`config.mk`:
```
export PLATFORM = sky130hd
export DESIGN_NAME = kf8259_pic_n
export DESIGN_NICKNAME = d
export VERILOG_FILES = /design/src/rtl/kf8259_pic_n.sv
export SDC_FILE = /design/constraint.sdc
export NUM_CORES = 1
export LEC_CHECK = 0
export BUFFER_PORTS_ARGS = -buffer_cell sky130_fd_sc_hd__buf_2
export CAP_MARGIN = 25
export CORE_AREA = 2 2 173 175
export CTS_BUF_LIST = sky130_fd_sc_hd__clkbuf_16
export DETAILED_ROUTE_END_ITERATION = 8
export DIE_AREA = 0 0 175 177
export PLACE_DENSITY = 0.47
export SYNTH_ARGS = -nofsm -noshare
export SYNTH_HDL_FRONTEND = slang
export SYNTH_SLANG_ARGS = --single-unit
```
`constraint.sdc`:
```
create_clock -name clk -period 25.1 [get_ports clk]
set_clock_uncertainty 0.2 [all_clocks]
set_input_delay 1.255 -clock clk [delete_from_list [all_inputs] [get_ports clk]]
set_output_delay 1.255 -clock clk [all_outputs]
set_load 0.02 [all_outputs]
```
`src/rtl/kf8259_pic_n.sv`:
```
`default_nettype none
// ============================================================================
// Module   : kf8259_pic_n
// Brief    : NUM_IRQ-line PIC: edge/level IRR, mask, nested/rotating priority,
//            registered vector handshake; KF8259_PIC_AUTO_EOI_EN adds AEOI.
// Revision : 1.0
// ============================================================================
module kf8259_pic_n #(
    parameter int         NUM_IRQ           = 8,
    parameter int         SYNC_STAGES       = 2,
    parameter logic [7:0] RESET_VECTOR_BASE = 8'h08
) (
    input  logic               clk,
    input  logic               reset_n,
    input  logic               chip_select,
    input  logic               read_enable,
    input  logic               write_enable,
    input  logic [2:0]         address,
    input  logic [15:0]        data_bus_in,
    output logic [15:0]        data_bus_out,
    output logic               ack,
    input  logic [NUM_IRQ-1:0] interrupt_request,
    output logic               interrupt_to_cpu,
    input  logic               interrupt_acknowledge,
    output logic [7:0]         vector_out,
    output logic               vector_valid,
    output logic               spurious
);
    typedef enum logic [1:0] {
        ST_IDLE   = 2'd0,
        ST_VECTOR = 2'd1,
        ST_HOLD   = 2'd2
    } state_t;

    localparam logic [3:0] c_last_line = 4'(NUM_IRQ - 1);
    localparam logic [4:0] c_num_rank  = 5'(NUM_IRQ);

    state_t             state_q, state_d;
    logic [NUM_IRQ-1:0] sync_q [SYNC_STAGES];
    logic [NUM_IRQ-1:0] sync_d [SYNC_STAGES];
    logic [NUM_IRQ-1:0] prev_q, prev_d, irr_q, irr_d, isr_q, isr_d;
    logic [NUM_IRQ-1:0] imr_q, imr_d, trig_q, trig_d;
    logic [7:0]         base_q, base_d, vec_q, vec_d;
    logic [3:0]         ptr_q, ptr_d;
    logic [15:0]        dout_q, dout_d;
    logic               rotate_q, rotate_d, aeoi_q, aeoi_d;
    logic               held_q, held_d, ack_q, ack_d, irq_q, irq_d;
    logic               valid_q, valid_d, spur_q, spur_d;

    logic [NUM_IRQ-1:0] sync_out, rise, pending, eoi_clr, take_mask;
    logic [3:0]         top_line, isr_line, cand_line, eoi_line;
    logic [4:0]         isr_rank, cand_rank;
    logic [15:0]        rdata;
    logic               cand_valid, strobe, accept, wr_acc, rd_acc, eoi_hit, ack_take;
    logic               unused_bits;

    assign unused_bits = ^data_bus_in[14:9];

    // Distance of a line from the current highest-priority line (0 = highest).
    function automatic logic [4:0] rank_of(input logic [3:0] line, input logic [3:0] top);
        logic [4:0] diff;
        diff = {1'b0, line} - {1'b0, top};
        if (line < top) diff = diff + c_num_rank;
        return diff;
    endfunction

    function automatic logic [NUM_IRQ-1:0] onehot(input logic [3:0] line);
        logic [NUM_IRQ-1:0] m;
        m = '0;
        for (int i = 0; i < NUM_IRQ; i++) m[i] = (4'(i) == line);
        return m;
    endfunction

    always_comb begin
        sync_out = sync_q[SYNC_STAGES-1];
        rise     = sync_out & ~prev_q;
        pending  = irr_q & ~imr_q;
        top_line = (rotate_q && ptr_q != c_last_line) ? ptr_q + 4'd1 : 4'd0;

        isr_rank  = c_num_rank;
        isr_line  = 4'd0;
        cand_rank = c_num_rank;
        cand_line = 4'd0;
        for (int i = 0; i < NUM_IRQ; i++) begin
            if (isr_q[i] && rank_of(4'(i), top_line) < isr_rank) begin
                isr_rank = rank_of(4'(i), top_line);
                isr_line = 4'(i);
            end
            if (pending[i] && rank_of(4'(i), top_line) < cand_rank) begin
                cand_rank = rank_of(4'(i), top_line);
                cand_line = 4'(i);
            end
        end
        // A request only wins if it outranks everything currently in service.
        cand_valid = cand_rank < isr_rank;
    end

    always_comb begin
        strobe = chip_select & (read_enable | write_enable);
        accept = strobe & ~held_q;
        wr_acc = accept & write_enable;
        rd_acc = accept & read_enable;

        case (address)
            3'd0:    rdata = 16'(irr_q);
            3'd1:    rdata = 16'(isr_q);
            3'd2:    rdata = 16'(imr_q);
            3'd3:    rdata = 16'(trig_q);
            3'd4:    rdata = {6'd0, aeoi_q, rotate_q, base_q};
            3'd6:    rdata = {12'd0, ptr_q};
            default: rdata = 16'd0;
        endcase

        eoi_hit  = 1'b0;
        eoi_line = isr_line;
        if (wr_acc && address == 3'd5) begin
            if (data_bus_in[15]) begin
                eoi_hit = (isr_q != '0);
            end else begin
                eoi_line = data_bus_in[3:0];
                eoi_hit  = ({1'b0, data_bus_in[3:0]} < c_num_rank)
                           && (|(isr_q & onehot(data_bus_in[3:0])));
            end
        end
        eoi_clr   = eoi_hit ? onehot(eoi_line) : '0;
        ack_take  = (state_q == ST_IDLE) && interrupt_acknowledge;
        take_mask = (ack_take && cand_valid) ? onehot(cand_line) : '0;
    end

    always_comb begin
        sync_d[0] = interrupt_request;
        for (int s = 1; s < SYNC_STAGES; s++) sync_d[s] = sync_q[s-1];
        prev_d = sync_out;

        // A fresh edge in the acknowledge cycle is kept as a new request.
        irr_d = (trig_q & sync_out & ~take_mask)
              | (~trig_q & ((irr_q & ~take_mask) | rise));

        imr_d    = imr_q;
        trig_d   = trig_q;
        base_d   = base_q;
        rotate_d = rotate_q;
        aeoi_d   = aeoi_q;
        if (wr_acc) begin
            case (address)
                3'd2: imr_d  = data_bus_in[NUM_IRQ-1:0];
                3'd3: trig_d = data_bus_in[NUM_IRQ-1:0];
                3'd4: begin
                    base_d   = data_bus_in[7:0];
                    rotate_d = data_bus_in[8];
`ifdef KF8259_PIC_AUTO_EOI_EN
                    aeoi_d   = data_bus_in[9];
`else
                    aeoi_d   = 1'b0;
`endif
                end
                default: ;
            endcase
        end

        isr_d = (isr_q & ~eoi_clr) | (aeoi_q ? '0 : take_mask);
        ptr_d = ptr_q;
        if (rotate_q && eoi_hit) ptr_d = eoi_line;
        if (rotate_q && aeoi_q && ack_take && cand_valid) ptr_d = cand_line;

        held_d = strobe;
        ack_d  = accept;
        dout_d = rd_acc ? rdata : 16'd0;
        irq_d  = cand_valid;

        state_d = state_q;
        vec_d   = vec_q;
        valid_d = valid_q;
        spur_d  = spur_q;
        case (state_q)
            ST_IDLE: begin
                if (interrupt_acknowledge) begin
                    state_d = ST_VECTOR;
                    valid_d = 1'b1;
                    spur_d  = ~cand_valid;
                    vec_d   = cand_valid ? base_q + {4'd0, cand_line}
                                         : base_q + 8'(NUM_IRQ - 1);
                end
            end
            ST_VECTOR, ST_HOLD: begin
                if (interrupt_acknowledge) begin
                    state_d = ST_HOLD;
                end else begin
                    state_d = ST_IDLE;
                    valid_d = 1'b0;
                    spur_d  = 1'b0;
                    vec_d   = 8'd0;
                end
            end
            default: begin
                state_d = ST_IDLE;
                valid_d = 1'b0;
                spur_d  = 1'b0;
                vec_d   = 8'd0;
            end
        endcase
    end

    always_ff @(posedge clk or negedge reset_n) begin
        if (!reset_n) begin
            for (int s = 0; s < SYNC_STAGES; s++) sync_q[s] <= '0;
            state_q  <= ST_IDLE;
            prev_q   <= '0;
            irr_q    <= '0;
            isr_q    <= '0;
            imr_q    <= '1;
            trig_q   <= '0;
            base_q   <= RESET_VECTOR_BASE;
            rotate_q <= 1'b0;
            aeoi_q   <= 1'b0;
            ptr_q    <= c_last_line;
            held_q   <= 1'b0;
            ack_q    <= 1'b0;
            dout_q   <= 16'd0;
            irq_q    <= 1'b0;
            vec_q    <= 8'd0;
            valid_q  <= 1'b0;
            spur_q   <= 1'b0;
        end else begin
            for (int s = 0; s < SYNC_STAGES; s++) sync_q[s] <= sync_d[s];
            state_q  <= state_d;
            prev_q   <= prev_d;
            irr_q    <= irr_d;
            isr_q    <= isr_d;
            imr_q    <= imr_d;
            trig_q   <= trig_d;
            base_q   <= base_d;
            rotate_q <= rotate_d;
            aeoi_q   <= aeoi_d;
            ptr_q    <= ptr_d;
            held_q   <= held_d;
            ack_q    <= ack_d;
            dout_q   <= dout_d;
            irq_q    <= irq_d;
            vec_q    <= vec_d;
            valid_q  <= valid_d;
            spur_q   <= spur_d;
        end
    end

    assign data_bus_out     = dout_q;
    assign ack              = ack_q;
    assign interrupt_to_cpu = irq_q;
    assign vector_out       = vec_q;
    assign vector_valid     = valid_q;
    assign spurious         = spur_q;

endmodule
`default_nettype wire

```
After elaboration in Yosys (flattened, before gate mapping)

Cells that the tools add are included.

Order comparisons: 25
Multiplexer cells: 60
Equal/unequal tests: 32
Add/sub/neg operators: 19
Bitwise operators: 23
Reduce and logical (&&, ||, !) cells: 34

Operators by type and width:

| operator                                                             | count |
|---|---|
| 5-bit two-way mux                                                    | 24 |
| 5-bit < comparator                                                   | 15 |
| 8-bit bitwise AND                                                    | 8 |
| 4-bit two-way mux                                                    | 16 |
| 9-bit one-hot mux with 6 select lines                                | 1 |
| 3-bit by 4-bit equality test with 1-bit output, first input constant | 12 |
| 5-bit by 4-bit adder with 5-bit output, second input constant        | 8 |
| 8-bit two-way mux                                                    | 5 |
| 8-bit inverter                                                       | 5 |
| 2-bit by 4-bit equality test with 1-bit output, first input constant | 6 |
| 8-bit OR                                                             | 3 |
| 1-bit logical AND                                                    | 22 |
| 3-bit by 4-bit subtractor with 5-bit output, first input constant    | 4 |
| 3-bit by 4-bit < comparator with 1-bit output, first input constant  | 4 |
| 16-bit two-way mux                                                   | 1 |
| 8-bit one-hot mux with 2 select lines                                | 1 |
| 1-bit by 4-bit equality test with 1-bit output, first input constant | 3 |
| 4-bit zero test                                                      | 3 |
| 1-bit by 4-bit subtractor with 5-bit output, first input constant    | 2 |
| 2-bit by 4-bit subtractor with 5-bit output, first input constant    | 2 |
| 3-bit equality test, second input constant                           | 3 |
| 8-bit by 3-bit adder with 8-bit output, second input constant        | 1 |
| 8-bit by 4-bit adder with 8-bit output                               | 1 |
| 1-bit by 4-bit < comparator with 1-bit output, first input constant  | 2 |
| other kinds (23)                                                     | 41 |

Output and inout port bits: 28
Logic and storage cells: 211
Bits of input ports: 33
Flip-flop bits (word level): 100

Longest topological paths before layout

Word-level depth: 38
Depth in mapped cells: 88
Mapped depth without buffers: 84

Worst setup path before layout

OpenSTA, ideal clock, no wires.

Path type: register -> register
Start: register ptr_q[0]
End: register vec_q[7], in the netlist vector_out[7]
Buffers on the path: 4
Setup time: 0.121 ns
Path slack: 9.390 ns
Data required time: 24.779 ns
Stages on the path, launching flop included: 83
Arrival time: 15.389 ns
Clock period less this slack: 15.710 ns
Cells stage by stage: dfstp_2 > ha_1 > xor2_1 > and2_1 > clkbuf_1 > inv_1 > ha_1 > ha_1 > clkbuf_1 > or2_2 > a221o_1 > nand2_1 > nand3_1 > ha_1 > nand2_1 > a31oi_1 > o21a_1 > a21boi_4 > [... 47 more ...] > or2_2 > mux2_2 > ha_1 > a21o_1 > a21o_1 > a21oi_1 > o31a_1 > o41ai_4 > nor4_2 > nand3_1 > ha_1 > a21o_1 > a21oi_1 > nor2_1 > nand3_1 > xor2_1 > o21ai_0 > a22o_1

Word-level cells in the longest chain between the ends: 34
Elaborated cells between the ends (all ways): 95
Classes of those cells: add/sub (18); order compare (24); eq/ne (1); mux (35); reduce/logical (17)

Ends and longest elaborated chain:

| item                                                                                | line    | text |
|---|---|---|
| start: declaration                                                                  | 44      | `logic [3:0] ptr_q, ptr_d;` |
| start signal: assignment                                                            | 216     | `ptr_q <= c_last_line;` |
| start signal: assignment                                                            | 235     | `ptr_q <= ptr_d;` |
| branches (longest 2 deep; another with 4-bit by 1-bit adder with 4-bit output)      | --      |  |
| 4-bit two-way mux (*)                                                               | 78      | `top_line = (rotate_q && ptr_q != c_last_line) ? ptr_q + 4'd1 : 4'd0;` |
| 1-bit by 4-bit subtractor with 5-bit output                                         | 62      | `diff = {1'b0, line} - {1'b0, top};` |
| 5-bit by 4-bit adder with 5-bit output                                              | 63      | `if (line < top) diff = diff + c_num_rank;` |
| 5-bit two-way mux                                                                   | 63      |  |
| 5-bit by 4-bit < comparator with 1-bit output                                       | 85, 89  |  |
| 1-bit logical AND (on tied branches)                                                | 89, 85  |  |
| 5-bit two-way mux (on tied branches)                                                | 89, 85  |  |
| [... 17 more ...]                                                                   | --      |  |
| 5-bit two-way mux (on tied branches)                                                | 89, 85  |  |
| 5-bit < comparator (on tied branches)                                               | 89, 85  |  |
| 1-bit logical AND (on tied branches)                                                | 89, 85  |  |
| 4-bit two-way mux (tied with other cells)                                           | 89      | `if (pending[i] && rank_of(4'(i), top_line) < cand_rank) begin` |
| 8-bit by 4-bit adder with 8-bit output / 5-bit < comparator (equally long branches) | 181, 95 |  |
| 8-bit two-way mux (*)                                                               | 181     | `vec_d = cand_valid ? base_q + {4'd0, cand_line}` |
| 8-bit two-way mux (*)                                                               | 177     | `if (interrupt_acknowledge) begin` |
| 8-bit one-hot mux with 2 select lines (*)                                           | 175     | `case (state_q)` |
| end signal: assignment                                                              | 240     | `vec_q <= vec_d;` |
| end: declaration                                                                    | 43      | `logic [7:0] base_q, base_d, vec_q, vec_d;` |

Every way passes the cells marked *. The select of a mux whose other input is x is not followed.
A chain may end at the register's enable or synchronous reset.

Final worst setup path

Ends and elaborated chain as after synthesis.

==> flow_summary.json <==
{
  "outcome": "finished, final reports clean",
  "max-slew-margin-rel_pct": 34.12,
  "finalCritPeriodShare_pct": 76.57,
  "viasPerCell": 5.288,
  "async_flop_share_pct": 100.0,
  "maxSlewViolCount": 0,
  "clock.fmax_mhz": 52.03,
  "cts_root_buf": "clkbuf_16",
  "syn_avg_cell_area_um2": 8.418,
  "cts_htree_levels": 3,
  "tns_ns": 0,
  "crit_required_ns": 25.14,
  "rsz0062_at_grt": "no",
  "antenna_found_initial": 0,
  "fin_nets": 1069,
  "row_count": 63,
  "globalRoute.totalOverflow": 0,
  "hold_class": "flop to flop",
  "synth_ff_type": "dfrtp_1",
  "drtAntennaViolNets": 0,
  "synth.largest_area_cell": "dfrtp_1",
  "synth.ff_latch_count": 93,
  "place.port_buffers": 47,
  "endpoint_kind": "flop",
  "postCtsSetupBuffers": 0,
  "fp.dieArea_um2": 30980,
  "synth_cell_types": 101,
  "globalRouteMet3Util_pct": 1.697,
  "area.sequential_um2": 2342,
  "dr.pass1.iters": 5,
  "met2_usage_pct": 26.43,
  "wl_per_cell_um": 18.07,
  "cts.sinks": 93,
  "clock_path_buffers": 2,
  "drt_iter0_markers": 462,
  "ys_top_cells_by_count": "120 x nand2_1, 98 x nor2_1, 81 x dfrtp_1, 64 x o21ai_0, 60 x a21oi_1",
  "dieWidth_um": 175,
  "critPathSlowestCell": "and2_1",
  "busiest_layer": "met2",
  "ios": 61,
  "worst_hold_slack_ns": 0.1502,
  "cpMostUsedCell": "ha_1",
  "hpwl_mm": 19.19,
  "syn2layout_area_growth_pct": 11.28,
  "hold_viol": 0,
  "worst_pin_slew_ns": 0.9882,
  "drc": 0,
  "cts_tree": "built",
  "cts_resized": 0,
  "synth-edff-count": 0,
  "yosys_warnings": 0,
  "setup_viol_count_final": 0,
  "start_util_pct": 27.49,
  "max_stage_delay_ns": 0.60,
  "cts_hold_buf": 0,
  "num_vias": 7292,
  "max_cap_viol_count": 0,
  "met1_usage_pct": 23.23,
  "synth_top_area_share_pct": 25.21,
  "n_antenna_cell": 0,
  "die_y_um": 177,
  "critical_path_class": "flop to flop",
  "grt_pass1_wl_mm": 39.83,
  "syn-cell-area_um2": 8039,
  "core_area_um2": 29240,
  "cp_data_arrival_time_ns": 19.25,
  "grt_pass1_vias": 7118,
  "layout-drive-gt1-share_pct": 15.47,
  "synth_cells": 955,
  "routabilityCongestion": 0.8249,
  "yosysMostFrequentCell": "nand2_1",
  "seq_area_frac_synth_pct": 29.14,
  "insertion_delay_ns": 0.35,
  "multi_input_area_um2": 5389,
  "path_clk_slew_ns": 0.07,
  "fillers": 3074,
  "finalCriticalPeriod_ns": 19.22,
  "grt_use_total_pct": 16.24,
  "cts_buffers": 9,
  "cp_max_fo": 15,
  "grt_max_degree": 63,
  "cp-start-kind": "flop",
  "wirelength_mm": 24.92,
  "synth_area_leaders": "dfrtp_1 25%, ha_1 7.9%, nand2_1 5.6%, nor2_1 4.6%, mux2_2 4.3%"
}
==> layout by cell type (no fill, tap or decap), types with 9 or more instances in the layout <==
master | synthesis | final
nand2_1 | 120 | 120
nor2_1 | 98 | 98
dfrtp_1 | 81 | 81
o21ai_0 | 64 | 64
a21oi_1 | 60 | 60
ha_1 | 51 | 51
buf_2 | 6 | 46
inv_1 | 32 | 32
mux2_2 | 31 | 31
a21o_1 | 26 | 26
nand2b_1 | 24 | 24
nand3_1 | 23 | 23
nor2b_1 | 18 | 18
mux2i_1 | 17 | 17
o211ai_1 | 15 | 15
a31oi_1 | 13 | 13
dfstp_2 | 12 | 12
a22o_1 | 11 | 11
a22oi_1 | 10 | 10
and2_1 | 9 | 9
nor3_1 | 9 | 9
conb_1 | 2 | 9
clkbuf_16 | 0 | 9
==> registers in the layout, indices dropped and copies added (netlist names) <==
signal,flops
base_q,8
state_q,2
held_q,1
trig_q,8
vector_valid,1
spurious,1
imr_q,8
data_bus_out,9
isr_q,8
prev_d,8
interrupt_to_cpu,1
irr_q,8
ack,1
rotate_q,1
vector_out,8
sync_d,8
prev_q,8
ptr_q,4
==> cells by family (layout without fill, tap and decap cells) <==
kind of cell | count (synthesis) | in the layout | synth area share (%)
AO/OA/AOI/OAI | 306 | 306 | 27.24
XOR/XNOR | 13 | 13 | 1.416
adder cells (fa/ha/maj) | 56 | 56 | 8.700
buffers and inverters | 78 | 105 | 4.156
flip-flops | 93 | 93 | 29.14
multiplexers | 55 | 55 | 8.420
other | 2 | 9 | 0.09342
AND/OR/NAND/NOR | 352 | 352 | 20.84
==> layer usage <==
metal,part of all wire (%),up-vias
met4,1.8,0
met3,2.9,25
met2,46,143
met5,0,-
met1,49,3553
li1,-,3571
==> through the flow <==
stage / std cells / worst slack (ns) / instance area (um^2) / util [%]
global placement: 1363 / 6.002 / 8641 / 29.55
global route: 1379 / 4.255 / 8946 / 30.59
CTS: 1379 / 5.993 / 8946 / 30.59
detailed placement: 1363 / 6.065 / 8641 / 29.55
finish: 1379 / 5.882 / 8946 / 30.59
floorplan: 962 / 9.390 / 8065 / -
==> critical path: cells and delay by family, from the launching register on <==
kind                     cells  cell delay [ns]
AO/OA/AOI/OAI               36             8.36
AND/OR/NAND/NOR             22             5.18
adder cells (fa/ha/maj)     11             3.67
flip-flops                   1             0.59
buffers and inverters        2             0.51
XOR/XNOR                     2             0.39
multiplexers                 1             0.18
==> final timing paths <==
path | cells after the start | slack, ns | end | startpoint
worst max-delay path | 74 | 5.88 | vector_out[7] | ptr_q[0]
worst min-delay path | 0 | 0.15 | prev_d[6] | sync_d[6]
worst max register to register | 74 | 5.88 | vector_out[7] | ptr_q[0]
worst min register to register | 0 | 0.15 | prev_d[6] | sync_d[6]
max in group asynchronous | 2 | 22.94 | isr_q[4] | reset_n
min in group asynchronous | 1 | 0.63 | prev_q[0] | reset_n
==> layout make-up <==
class	count	area share, %
Clock buffer	9	2.517
Clock inverter	7	0.8951
Inverter	35	1.469
Multi-Input combinational cell	791	60.24
Sequential cell	93	26.18
Tap cell	390	5.455
Timing Repair Buffer	54	3.245
Power is left out: the tool's default activity adds up to more than one toggle a clock period on the data nets, which glitch-free logic cannot reach.
